<file path="src/rtl/jogador_automatico.sv">
// -----------------------------------------------------------------------------
// jogador_automatico
//
// Automatic player for the memory-sequence game. It starts a round on the
// game circuit, presents each play on `chaves` for HOLD cycles followed by a
// one-cycle zero gap, then waits for the game's verdict or a timeout.
//
// Optional feature macro: JOGADOR_ERRO_EN
//   When defined, play number ERRO_POS is presented rotated left by one bit,
//   so the game is driven down its `errou` path on purpose.
//
// Ports
//   clock        in   system clock, rising edge
//   reset        in   synchronous, active-high reset
//   comecar      in   start request, looked at only when idle or finished
//   pronto       in   game finished
//   acertou      in   game won
//   errou        in   game lost
//   iniciar      out  one-cycle start pulse to the game
//   chaves[3:0]  out  switch value presented to the game
//   fim          out  round over
//   res_ok       out  round ended with a win
//   res_erro     out  round ended with a loss or an early verdict
//   res_timeout  out  no verdict within TIMEOUT cycles
//   db_jogada    out  current play index
//   db_estado    out  state code
// -----------------------------------------------------------------------------
module jogador_automatico #(
  parameter int N_JOGADAS = 16,
  parameter int HOLD      = 3,
  parameter int TIMEOUT   = 15,
  parameter int ERRO_POS  = 3
) (
  input  logic       clock,
  input  logic       reset,
  input  logic       comecar,
  input  logic       pronto,
  input  logic       acertou,
  input  logic       errou,
  output logic       iniciar,
  output logic [3:0] chaves,
  output logic       fim,
  output logic       res_ok,
  output logic       res_erro,
  output logic       res_timeout,
  output logic [3:0] db_jogada,
  output logic [3:0] db_estado
);

  typedef enum logic [3:0] {
    OCIOSO    = 4'h0,
    INICIA    = 4'h1,
    APRESENTA = 4'h2,
    SOLTA     = 4'h3,
    ESPERA    = 4'h4,
    FIM_OK    = 4'hA,
    FIM_ERRO  = 4'hE,
    FIM_TMO   = 4'hF
  } estado_t;

  localparam logic [3:0] ULTIMA   = 4'(N_JOGADAS - 1);
  localparam logic [3:0] HOLD_FIM = 4'(HOLD - 1);
  localparam logic [7:0] TMO_FIM  = 8'(TIMEOUT - 1);
  localparam logic [3:0] ERRO_IDX = 4'(ERRO_POS);

`ifdef JOGADOR_ERRO_EN
  // An out-of-range position simply never matches a play.
  localparam bit INJECAO = (ERRO_POS >= 0) && (ERRO_POS < N_JOGADAS);
`else
  localparam bit INJECAO = 1'b0;
`endif

  estado_t    r_estado;
  estado_t    w_prox;
  logic [3:0] r_jogada;
  logic [3:0] w_jogada_prox;
  logic [3:0] r_hold;
  logic [3:0] w_hold_prox;
  logic [7:0] r_tmo;
  logic [7:0] w_tmo_prox;
  logic       r_comecar;
  logic       w_aceita_comecar;
  logic       w_aborta;

  function automatic logic [3:0] valor_jogada(input logic [3:0] idx);
    logic [3:0] v;
    v = 4'b0001 << idx[1:0];
    if (INJECAO && (idx == ERRO_IDX))
      v = {v[2:0], v[3]};
    return v;
  endfunction

  assign w_aceita_comecar = (r_estado == OCIOSO) || (r_estado == FIM_OK) ||
                            (r_estado == FIM_ERRO) || (r_estado == FIM_TMO);

  // Any verdict while plays are still being presented is premature.
  assign w_aborta = errou | pronto | acertou;

  always_comb begin
    w_prox        = r_estado;
    w_jogada_prox = r_jogada;
    w_hold_prox   = r_hold;
    w_tmo_prox    = r_tmo;
    case (r_estado)
      OCIOSO, FIM_OK, FIM_ERRO, FIM_TMO: begin
        if (r_comecar) begin
          w_prox        = INICIA;
          w_jogada_prox = 4'd0;
          w_hold_prox   = 4'd0;
          w_tmo_prox    = 8'd0;
        end
      end
      INICIA: begin
        w_prox      = APRESENTA;
        w_hold_prox = 4'd0;
      end
      APRESENTA: begin
        if (w_aborta)
          w_prox = FIM_ERRO;
        else if (r_hold == HOLD_FIM)
          w_prox = SOLTA;
        else
          w_hold_prox = r_hold + 4'd1;
      end
      SOLTA: begin
        if (w_aborta) begin
          w_prox = FIM_ERRO;
        end else if (r_jogada == ULTIMA) begin
          w_prox     = ESPERA;
          w_tmo_prox = 8'd0;
        end else begin
          w_prox        = APRESENTA;
          w_jogada_prox = r_jogada + 4'd1;
          w_hold_prox   = 4'd0;
        end
      end
      ESPERA: begin
        if (errou || (pronto && !acertou))
          w_prox = FIM_ERRO;
        else if (pronto)
          w_prox = FIM_OK;
        else if (r_tmo == TMO_FIM)
          w_prox = FIM_TMO;
        else
          w_tmo_prox = r_tmo + 8'd1;
      end
      default: w_prox = OCIOSO;
    endcase
  end

  // Outputs are decoded from the next state and index so they change on the
  // same edge as the state register while still coming straight from flops.
  always_ff @(posedge clock) begin
    if (reset) begin
      r_estado    <= OCIOSO;
      r_jogada    <= 4'd0;
      r_hold      <= 4'd0;
      r_tmo       <= 8'd0;
      r_comecar   <= comecar;
      iniciar     <= 1'b0;
      chaves      <= 4'd0;
      fim         <= 1'b0;
      res_ok      <= 1'b0;
      res_erro    <= 1'b0;
      res_timeout <= 1'b0;
      db_jogada   <= 4'd0;
      db_estado   <= 4'd0;
    end else begin
      r_estado    <= w_prox;
      r_jogada    <= w_jogada_prox;
      r_hold      <= w_hold_prox;
      r_tmo       <= w_tmo_prox;
      r_comecar   <= comecar & w_aceita_comecar;
      iniciar     <= (w_prox == INICIA);
      chaves      <= (w_prox == APRESENTA) ? valor_jogada(w_jogada_prox) : 4'd0;
      fim         <= (w_prox == FIM_OK) || (w_prox == FIM_ERRO) || (w_prox == FIM_TMO);
      res_ok      <= (w_prox == FIM_OK);
      res_erro    <= (w_prox == FIM_ERRO);
      res_timeout <= (w_prox == FIM_TMO);
      db_jogada   <= (w_prox == OCIOSO) ? 4'd0 : w_jogada_prox;
      db_estado   <= w_prox;
    end
  end

endmodule

</file>
<file path="config.mk">
export PLATFORM = sky130hd
export DESIGN_NAME = jogador_automatico
export DESIGN_NICKNAME = d
export VERILOG_FILES = /design/src/rtl/jogador_automatico.sv
export SDC_FILE = /design/constraint.sdc
export NUM_CORES = 1
export LEC_CHECK = 0
export ABC_AREA = 1
export ABC_CLOCK_PERIOD_IN_PS = 3600
export CORE_AREA = 2 2 59 61
export DETAILED_ROUTE_END_ITERATION = 16
export DIE_AREA = 0 0 61 63
export PLACE_DENSITY = 0.9
export SLEW_MARGIN = 15
export SYNTH_ARGS = -nofsm -noshare
export SYNTH_HDL_FRONTEND = slang
export SYNTH_SLANG_ARGS = --single-unit
</file>
<file path="constraint.sdc">
create_clock -name clock -period 3.6 [get_ports clock]
set_input_delay 0.36 -clock clock [delete_from_list [all_inputs] [get_ports clock]]
set_output_delay 0.36 -clock clock [all_outputs]
set_load 0.1 [all_outputs]
</file>
==> metrics, run 1 <==
part of the power in combinational logic=60.0%; WS Path Type=reg2out; Primary FF master, synth=dfxtp_1; Synth Net Count=278; slew of the pin with the lowest slew margin=0.981 ns; clock transition at the registers of the reported paths=0.09 ns; met2 usage=34.5%; depth of the CTS H-tree=2; sw frac=54.6%; P&R area growth vs syn=17.2%; skew final=0.00391 ns; initial antenna violation count=0; Setup-failing EPs final=0; worst endpoint data arrival time=1.97 ns; diodes inserted=0; aggregate global-route resource usage=22.7%; Final period util=64.7%; # resized after CTS=0; Clock Tree Root=clkbuf_4; GRT Max-Usage Layer=met2; Max clock buf depth=2; IO Pins=23; Top delay family on crit path=buffers and inverters; Die Footprint=3840 sq um; Reg power frac=28.0%; met3 Usage GRT=7.04%; core box area=3230 sq um; Hold Path Cell Cnt=2; slowest CP cell=clkdlybuf4s50_1; Post-CTS Setup Bufs=0; Yosys top cell area share=37.2%; yosys warns=0; Clk pwr share=12.0%; Synth Register Bits=34; Gate Count Post-Synth=267; CP Buf/Inv Count=1; Slew Limit Fails=0; min Tclk post-route=2.33 ns; CP peak stage delay=1.19 ns; Rows=21; Sw Pwr=0.910 mW; mapped cell area=1830 sq um; post-DR wirelength/cell=11.3 microns; DR DRC count=0; largest net degree at the start of global routing=16; drt pass-1 iters=4; clock insertion delay at the later pin of the skew report=0.33 ns; Die H=63 microns; CP max FO=4; CP Launch Type=flip-flop; via count=1,692; Routability Congestion=0.983; grt met1 use=30.0%; Synth async-reset ratio=0%; peak supply drop=790 uV; setup TNS=0 ns; CP cell instances=clkdlybuf4s50_1; RSZ-0062 raised after global routing=false; internal power=0.755 mW; CP Data Required Time=3.24 ns; Worst Setup End Kind=output pin; Stages on worst setup path=1; I/O Buffers=22; Static Leak=0.952 nW; vias per inst=4.99; cts bufs inserted=5; fillers=298; CTS tree=built; Initial Utilization=56.6%; worst reg-to-reg path cell count=12; sequential element share of the synthesized area=37.2%; clock sink count=34; Max Cap Viol=0; Yosys top cell by area=dfxtp_1; die width=61 microns; Hold Crit Class=reg2reg; Synth area leaders=dfxtp_1 (37%), nand2_1 (15%), nor2_1 (8.2%), inv_1 (5.5%), a21oi_1 (3.8%); Nets=305; drt first-iter violations=89; worst hold slack=0.500 ns; fmax=429 MHz; EDFF count, synth=0; Post-DRT Antenna Nets=0; dpl hpwl=2990 microns; first-pass GRT wire length=6600 microns; Fin. Hold Viols=0; layout cells sized above 1=12.6%; Power Density=777 nW/um^2; Synth Area per Inst=6.85 sq um; post-synth cell types=29; number of global-route vias before repair=1,549; cts-stage hold buffer count=0; relative slew slack=34.4%; grt ovf=0; final wirelength=3830 microns; status=complete, no violations
-- power groups by stage --
stage	registers (mW)	clock network [mW]	logic [mW]
4_1_cts	0.466	0.203	0.995
3_5_place_dp	0.474	0	0.992
6_report	0.466	0.200	0.998
5_1_grt	0.472	0.226	1.07
2_1_floorplan	0.741	0	0.545
3_3_place_gp	0.474	0	0.969
-- state kept, by name, indices dropped and copies added, names as in the netlist --
| name | flops |
|---|---|
| chaves | 4 |
| db_jogada | 4 |
| fim | 1 |
| iniciar | 1 |
| r_comecar | 1 |
| r_estado | 4 |
| r_hold | 4 |
| r_jogada | 4 |
| r_tmo | 8 |
| res_erro | 1 |
| res_ok | 1 |
| res_timeout | 1 |
-- cells by family after synthesis --
| family | after synthesis | share of synthesized area [%] |
|---|---|---|
| adders and majority gates | 5 | 3.42 |
| and+or+nand+nor | 152 | 37.7 |
| xor gates and xnor gates | 9 | 4.31 |
| AOI/OAI and AO/OA | 26 | 8.49 |
| DFF | 34 | 37.2 |
| buffers and inverters | 41 | 8.83 |
-- cell type report --
class                           count  area [sq um]  area share [%]
Clock buffer                        6          51.3            2.39
Inverter                           39           146            6.83
Multi-Input combinational cell    192           986            46.0
Sequential cell                    34           681            31.8
Tap cell                           46          57.6            2.69
Timing Repair Buffer               22           220            10.3
-- Yosys cell counts, types with 3 or more instances --
cell type	number
ha_1	5
nor2_4	3
nand2_4	3
xor2_1	8
nand2_1	75
nor2_2	4
inv_2	12
nor3_1	3
nand2_2	3
o21ai_0	6
dfxtp_1	34
nor2_1	40
inv_1	27
a21oi_1	14
nand3_1	12
-- routing by layer --
metal  wire, microns  up-vias
li1                -      875
met1            1820      764
met2            1740       47
met3             225        6
met4              44        0
met5               0        -
-- worst paths after layout --
check / start / end / slack [ns]
worst min register to register: r_tmo[5] / r_tmo[5] / 0.50
worst min-delay path: r_tmo[5] / r_tmo[5] / 0.50
worst max-delay path: r_estado[2] / db_estado[2] / 1.27
worst max register to register: r_tmo[0] / r_tmo[7] / 1.66
-- stage by stage --
stage	total power [mW]	setup slack [ns]	utilization (%)	instances	area (sq um)
2_1_floorplan	1.29	1.44	-	267	1830
3_3_place_gp	1.44	1.46	64.7	333	2090
3_5_place_dp	1.47	1.34	64.7	333	2090
4_1_cts	1.66	1.26	66.3	339	2140
5_1_grt	1.77	1.22	66.3	339	2140
6_report	1.66	1.27	66.3	339	2140
-- cell usage in the layout, fill, tap and decap left out, drive strengths merged --
master / n
a21oi: 16
ha: 5
nand2: 81
o21ai: 9
or2: 1
clkbuf: 6
inv: 39
clkdlybuf4s50: 22
nand4: 3
dfxtp: 34
nor3: 4
xor2: 8
xnor2: 1
nor2: 47
nand3b: 2
a21boi: 1
nor3b: 2
nand3: 12
No activity file was read; power rests on OpenSTA's default activity.
==> run 2, diff against run 1 <==
--- a/config.mk
+++ b/config.mk
@@ -6,11 +6,11 @@
 export NUM_CORES = 1
 export LEC_CHECK = 0
 export ABC_AREA = 1
-export ABC_CLOCK_PERIOD_IN_PS = 3600
-export CORE_AREA = 2 2 59 61
+export ABC_CLOCK_PERIOD_IN_PS = 2100
+export CORE_AREA = 2 2 65 67
 export DETAILED_ROUTE_END_ITERATION = 16
-export DIE_AREA = 0 0 61 63
-export PLACE_DENSITY = 0.9
+export DIE_AREA = 0 0 67 69
+export PLACE_DENSITY = 0.8
 export SLEW_MARGIN = 15
 export SYNTH_ARGS = -nofsm -noshare
 export SYNTH_HDL_FRONTEND = slang
==> constraint.sdc (replaced) <==
create_clock -name clock -period 2.1 [get_ports clock]
set_input_delay 0.21 -clock clock [delete_from_list [all_inputs] [get_ports clock]]
set_output_delay 0.21 -clock clock [all_outputs]
set_load 0.1 [all_outputs]
==> metrics, run 2 (synthesis gave the netlist of run 1 again) <==
DR DRC count=0; CP peak stage delay=0.40 ns; largest net degree at the start of global routing=15; Fin. Hold Viols=0; Routability Congestion=0.948; min Tclk post-route=1.75 ns; commonest non-fill, non-tap cell in the layout=nand2_1; core box area=3910 sq um; grt ovf=0; Post-CTS Setup Bufs=0; Die H=69 microns; clock insertion delay at the later pin of the skew report=0.29 ns; P&R area growth vs syn=19.4%; via count=1,675; reg2reg start=r_jogada[1]; aggregate global-route resource usage=17.7%; Post-DRT Antenna Nets=0; IO Pins=23; diodes inserted=0; Slew Limit Fails=0; depth of the CTS H-tree=2; Worst Setup End Kind=flip-flop; Power Density=1430 nW/um^2; skew final=0.00590 ns; Hold Crit Class=in2reg; DRT met1 WL=1740 microns; Final period util=83.4%; routed length on met3=242 microns; fillers=400; flop-to-flop setup slack=0.35 ns; clock sink count=34; slowest CP cell=dfxtp_1; status=complete, no violations; FF+latch area=684 sq um; die width=67 microns; CP Launch Type=flip-flop; fmax=571 MHz; layout cells sized above 1=20.2%; cts-stage hold buffer count=0; final wirelength=3860 microns; CP max FO=7; CTS tree=built; vias per inst=4.83; drt first-iter violations=98; RSZ-0062 raised after global routing=false; WS Path Type=reg2reg; Clock Tree Root=clkbuf_8; I/O Buffers=22; CP cell instances=ha_1 -> nand2_1 -> nor2_2 -> nand2_1 -> nand2_1 -> nand2_1 -> nor2_2 -> buf_4 -> nand2_1 -> a21oi_1; Crit path top cell by count=nand2_1; most frequent cells in the layout=nand2_1 (75), nor2_1 (40), dfxtp_1 (31); # resized after CTS=0; first-pass GRT wire length=6350 microns; worst reg-to-reg path cell count=10; CP Data Required Time=2.32 ns; Setup-failing EPs final=0; peak supply drop=1140 uV; initial antenna violation count=0; worst endpoint data arrival time=1.97 ns; Static Leak=1.02 nW; post-DR wirelength/cell=11.1 microns; dpl hpwl=2990 microns; drt pass-1 iters=4; max reg flops=8; metal2 WL=1840 microns; Pwr Total=3.12 mW; Rows=23; area of the multi-input gates=986 sq um; Crit Reg-Reg Endpoint=r_tmo[3]; cts bufs inserted=5; setup TNS=0 ns; relative slew slack=77.2%; largest register by flop count=r_tmo; number of global-route vias before repair=1,480; DR top layer=met4; Die Footprint=4620 sq um; Nets=307; Crit. Startpoint=r_jogada[1]; slew of the pin with the lowest slew margin=0.342 ns; Max clock buf depth=2; placed cell areas=2070 sq um; Initial Utilization=46.7%; Critical Path End=r_tmo[3]; Max Cap Viol=0; clock transition at the registers of the reported paths=0.07 ns; final instance area=2180 sq um
==> run 2: per-stage QoR <==
stage,worst slack [ns],hold slack [ns],utilization (%),instances
after detailed placement,0.207,0.473,52.9,339
after floorplan,0.0301,0.279,-,267
after global placement,0.242,0.469,52.9,339
final,0.348,0.476,55.8,347
after CTS,0.335,0.471,55.8,347
after global routing,0.167,0.481,55.8,347
==> run 2: worst min-delay path by stage <==
stage / startpoint / end / slack [ns] / cells after the start
2_1_floorplan: reset / r_tmo[3] / 0.28 / 1
3_3_place_gp: r_tmo[5] / r_tmo[5] / 0.47 / 2
3_5_place_dp: r_tmo[5] / r_tmo[5] / 0.47 / 2
4_1_cts: comecar / r_comecar / 0.47 / 2
5_1_grt: comecar / r_comecar / 0.48 / 2
6_report: comecar / r_comecar / 0.48 / 2
==> run 2: critical path, delay by kind of cell (launching register included) <==
family,cells,cell delay [ns]
buffers and inverters,1,0.19
and+or+nand+nor,7,0.77
DFF,1,0.40
adders and majority gates,1,0.20
AOI/OAI and AO/OA,1,0.13
==> run 2: area by class of cell <==
class                           count  share of cell area [%]
Clock buffer                        6                    3.33
Sequential cell                    34                    31.4
Timing Repair Buffer               24                    8.83
Inverter                           39                    6.71
Tap cell                           50                    2.87
Multi-Input combinational cell    192                    45.2
Clock inverter                      2                    1.72
==> run 2: per-layer routing <==
layer	vias to the layer above	track usage, %
met5	-	0
met4	0	5.44
li1	880	-
met2	44	28.9
met3	4	4.40
met1	747	22.6
==> run 2: power breakdown <==
group | internal (mW) | switching, mW | leakage [nW]
registers | 0.738 | 0.0671 | 0.277
logic | 0.419 | 1.30 | 0.690
clock network | 0.354 | 0.242 | 0.0514
total | 1.51 | 1.60 | 1.02
==> run 3, diff against run 2 <==
--- a/config.mk
+++ b/config.mk
@@ -6,7 +6,7 @@
 export NUM_CORES = 1
 export LEC_CHECK = 0
 export ABC_AREA = 1
-export ABC_CLOCK_PERIOD_IN_PS = 2100
+export ABC_CLOCK_PERIOD_IN_PS = 1500
 export CORE_AREA = 2 2 65 67
 export DETAILED_ROUTE_END_ITERATION = 16
 export DIE_AREA = 0 0 67 69
==> constraint.sdc (replaced) <==
create_clock -name clock -period 1.5 [get_ports clock]
set_input_delay 0.15 -clock clock [delete_from_list [all_inputs] [get_ports clock]]
set_output_delay 0.15 -clock clock [all_outputs]
set_load 0.1 [all_outputs]
==> metrics, run 3 (synthesis gave the netlist of run 1 again) <==
Clock Tree Root=clkbuf_8; Max clock buf depth=2; DR DRC count=0; Slew Limit Fails=0; fmax=598 MHz; Initial Utilization=46.7%; cts bufs inserted=5; Sw Pwr=3.12 mW; largest register by flop count=r_tmo; RSZ-0062 raised after global routing=true; peak supply drop=1090 uV; FF+latch area=704 sq um; Routability Congestion=0.907; worst hold slack=0.443 ns; initial antenna violation count=0; Die Footprint=4620 sq um; Crit. Startpoint=r_jogada[1]; Final period util=112%; dpl hpwl=3610 microns; Pwr Total=6.41 mW; worst endpoint data arrival time=1.91 ns; Worst Setup End Kind=flip-flop; depth of the CTS H-tree=2; die width=67 microns; CP Data Required Time=1.74 ns; Static Leak=1.44 nW; Nets=356; aggregate global-route resource usage=26.6%; Critical Path End=chaves[3]; Crit path top cell by count=nor2_4; grt ovf=0; flop-to-flop setup slack=-0.17 ns; setup TNS=-2.58 ns; commonest non-fill, non-tap cell in the layout=nand2_1; Crit Reg-Reg Endpoint=chaves[3]; diodes inserted=0; most frequent cells in the layout=nand2_1 (47), buf_4 (43), nor2_1 (33); CP peak stage delay=0.36 ns; skew final=0.00964 ns; I/O Buffers=22; vias per inst=5.38; sw frac=48.7%; clock insertion delay at the later pin of the skew report=0.31 ns; reg2reg start=r_jogada[1]; via count=2,131; Setup-failing EPs final=30; slew of the pin with the lowest slew margin=0.364 ns; fillers=215; internal power=3.29 mW; min Tclk post-route=1.67 ns; IO Pins=23; Clk pwr share=16.8%; slowest CP cell=dfxtp_4; Max Cap Viol=0; largest net degree at the start of global routing=12; Die H=69 microns; Hold Crit Class=in2reg; final wirelength=6590 microns; worst reg-to-reg path cell count=10; status=finished with violations; relative slew slack=75.7%; drt first-iter violations=196; number of global-route vias before repair=2,091; P&R area growth vs syn=74.7%; CP max FO=4; Power Density=2010 nW/um^2; part of the power in combinational logic=64.3%; area of the multi-input gates=1320 sq um; clock sink count=34; layout cells sized above 1=51.4%; Post-DRT Antenna Nets=0; Reg power frac=18.9%; WS Path Type=reg2reg; CP Launch Type=flip-flop; CP cell instances=ha_4 -> nand2_4 -> nor2_4 -> o21ai_2 -> nand2_1 -> nor2_4 -> nand2_4 -> nor2_4 -> nand3_2 -> nor2_1; drt pass-1 iters=4; Fin. Hold Viols=0; Rows=23; CTS tree=built; post-DR wirelength/cell=16.6 microns; Setup WS post-layout=-0.173 ns; cts-stage hold buffer count=0; core box area=3910 sq um; failing checks=setup timing; max reg flops=8; clock transition at the registers of the reported paths=0.08 ns; first-pass GRT wire length=9450 microns
## run 3: cell count changes in the layout (fill, tap and decap cells not counted), moves of 7 or more
cell and delta:
inv_1 -7, buf_6 +8, buf_4 +24, buf_12 +17, nor2_4 +7, nand2_1 -28
nor2_1 -7, a21oi_1 -8, nand2_2 +16, nand2_4 +12
## run 3: timing repair
| action | in CTS | in global routing |
|---|---|---|
| pin swaps | 24 | 35 |
| buffers inserted | 4 | 6 |
| resized for setup | 55 | 47 |
| endpoints found under the setup margin | 27 | 33 |
## run 3: routing by layer
metal | part of all wire [%] | wire length (microns) | vias to the layer above | track usage, %
met5 | 0 | 0 | - | 0
met4 | 4.1 | 269 | 0 | 11.1
met3 | 6.3 | 415 | 29 | 5.22
met2 | 51 | 3350 | 97 | 44.4
met1 | 39 | 2560 | 1027 | 32.7
li1 | - | - | 978 | -
## run 3: cell type report
class | count | share of cell area, %
clock buffer | 6 | 2.59
clock inverter | 2 | 1.88
inverter | 39 | 4.97
multi-input combinational | 192 | 41.4
sequential | 34 | 22.1
tap | 50 | 1.96
timing repair buffer | 73 | 25.1
## run 3: metrics by stage
step           cell area (sq um)  setup slack [ns]  utilization [%]  instances
3_3_place_gp                2630            -0.271             67.3        379
6_report                    3190            -0.173             81.6        396
3_5_place_dp                2630            -0.319             67.3        379
5_1_grt                     3190            -0.271             81.6        396
2_1_floorplan               1880           -0.0238                -        267
4_1_cts                     2990           -0.0595             76.3        390
## run 3: critical path: cells and delay by family (launching register included)
kind                     cells  cell delay (ns)
AND/OR/NAND/NOR              8             0.85
flip-flops                   1             0.36
AO/OA/AOI/OAI                1             0.22
adder cells (fa/ha/maj)      1             0.17
## run 3: worst min path at each step
stage                         start        end  slack [ns]  cells past startpoint
after CTS                   comecar  r_comecar        0.44                      2
after detailed placement  r_hold[3]  r_hold[3]        0.49                      2
after floorplan               reset   r_tmo[3]        0.22                      1
final                       comecar  r_comecar        0.44                      2
after global routing        comecar  r_comecar        0.43                      2
after global placement    r_hold[3]  r_hold[3]        0.48                      2
## run 3: power by group through the flow
stage          sequential [mW]  combinational (mW)  clock (mW)
6_report                  1.21                4.12        1.08
5_1_grt                   1.22                4.33        1.12
4_1_cts                   1.20                3.54        1.06
3_5_place_dp              1.22                3.02           0
3_3_place_gp              1.21                2.98           0
2_1_floorplan             1.83                1.36           0
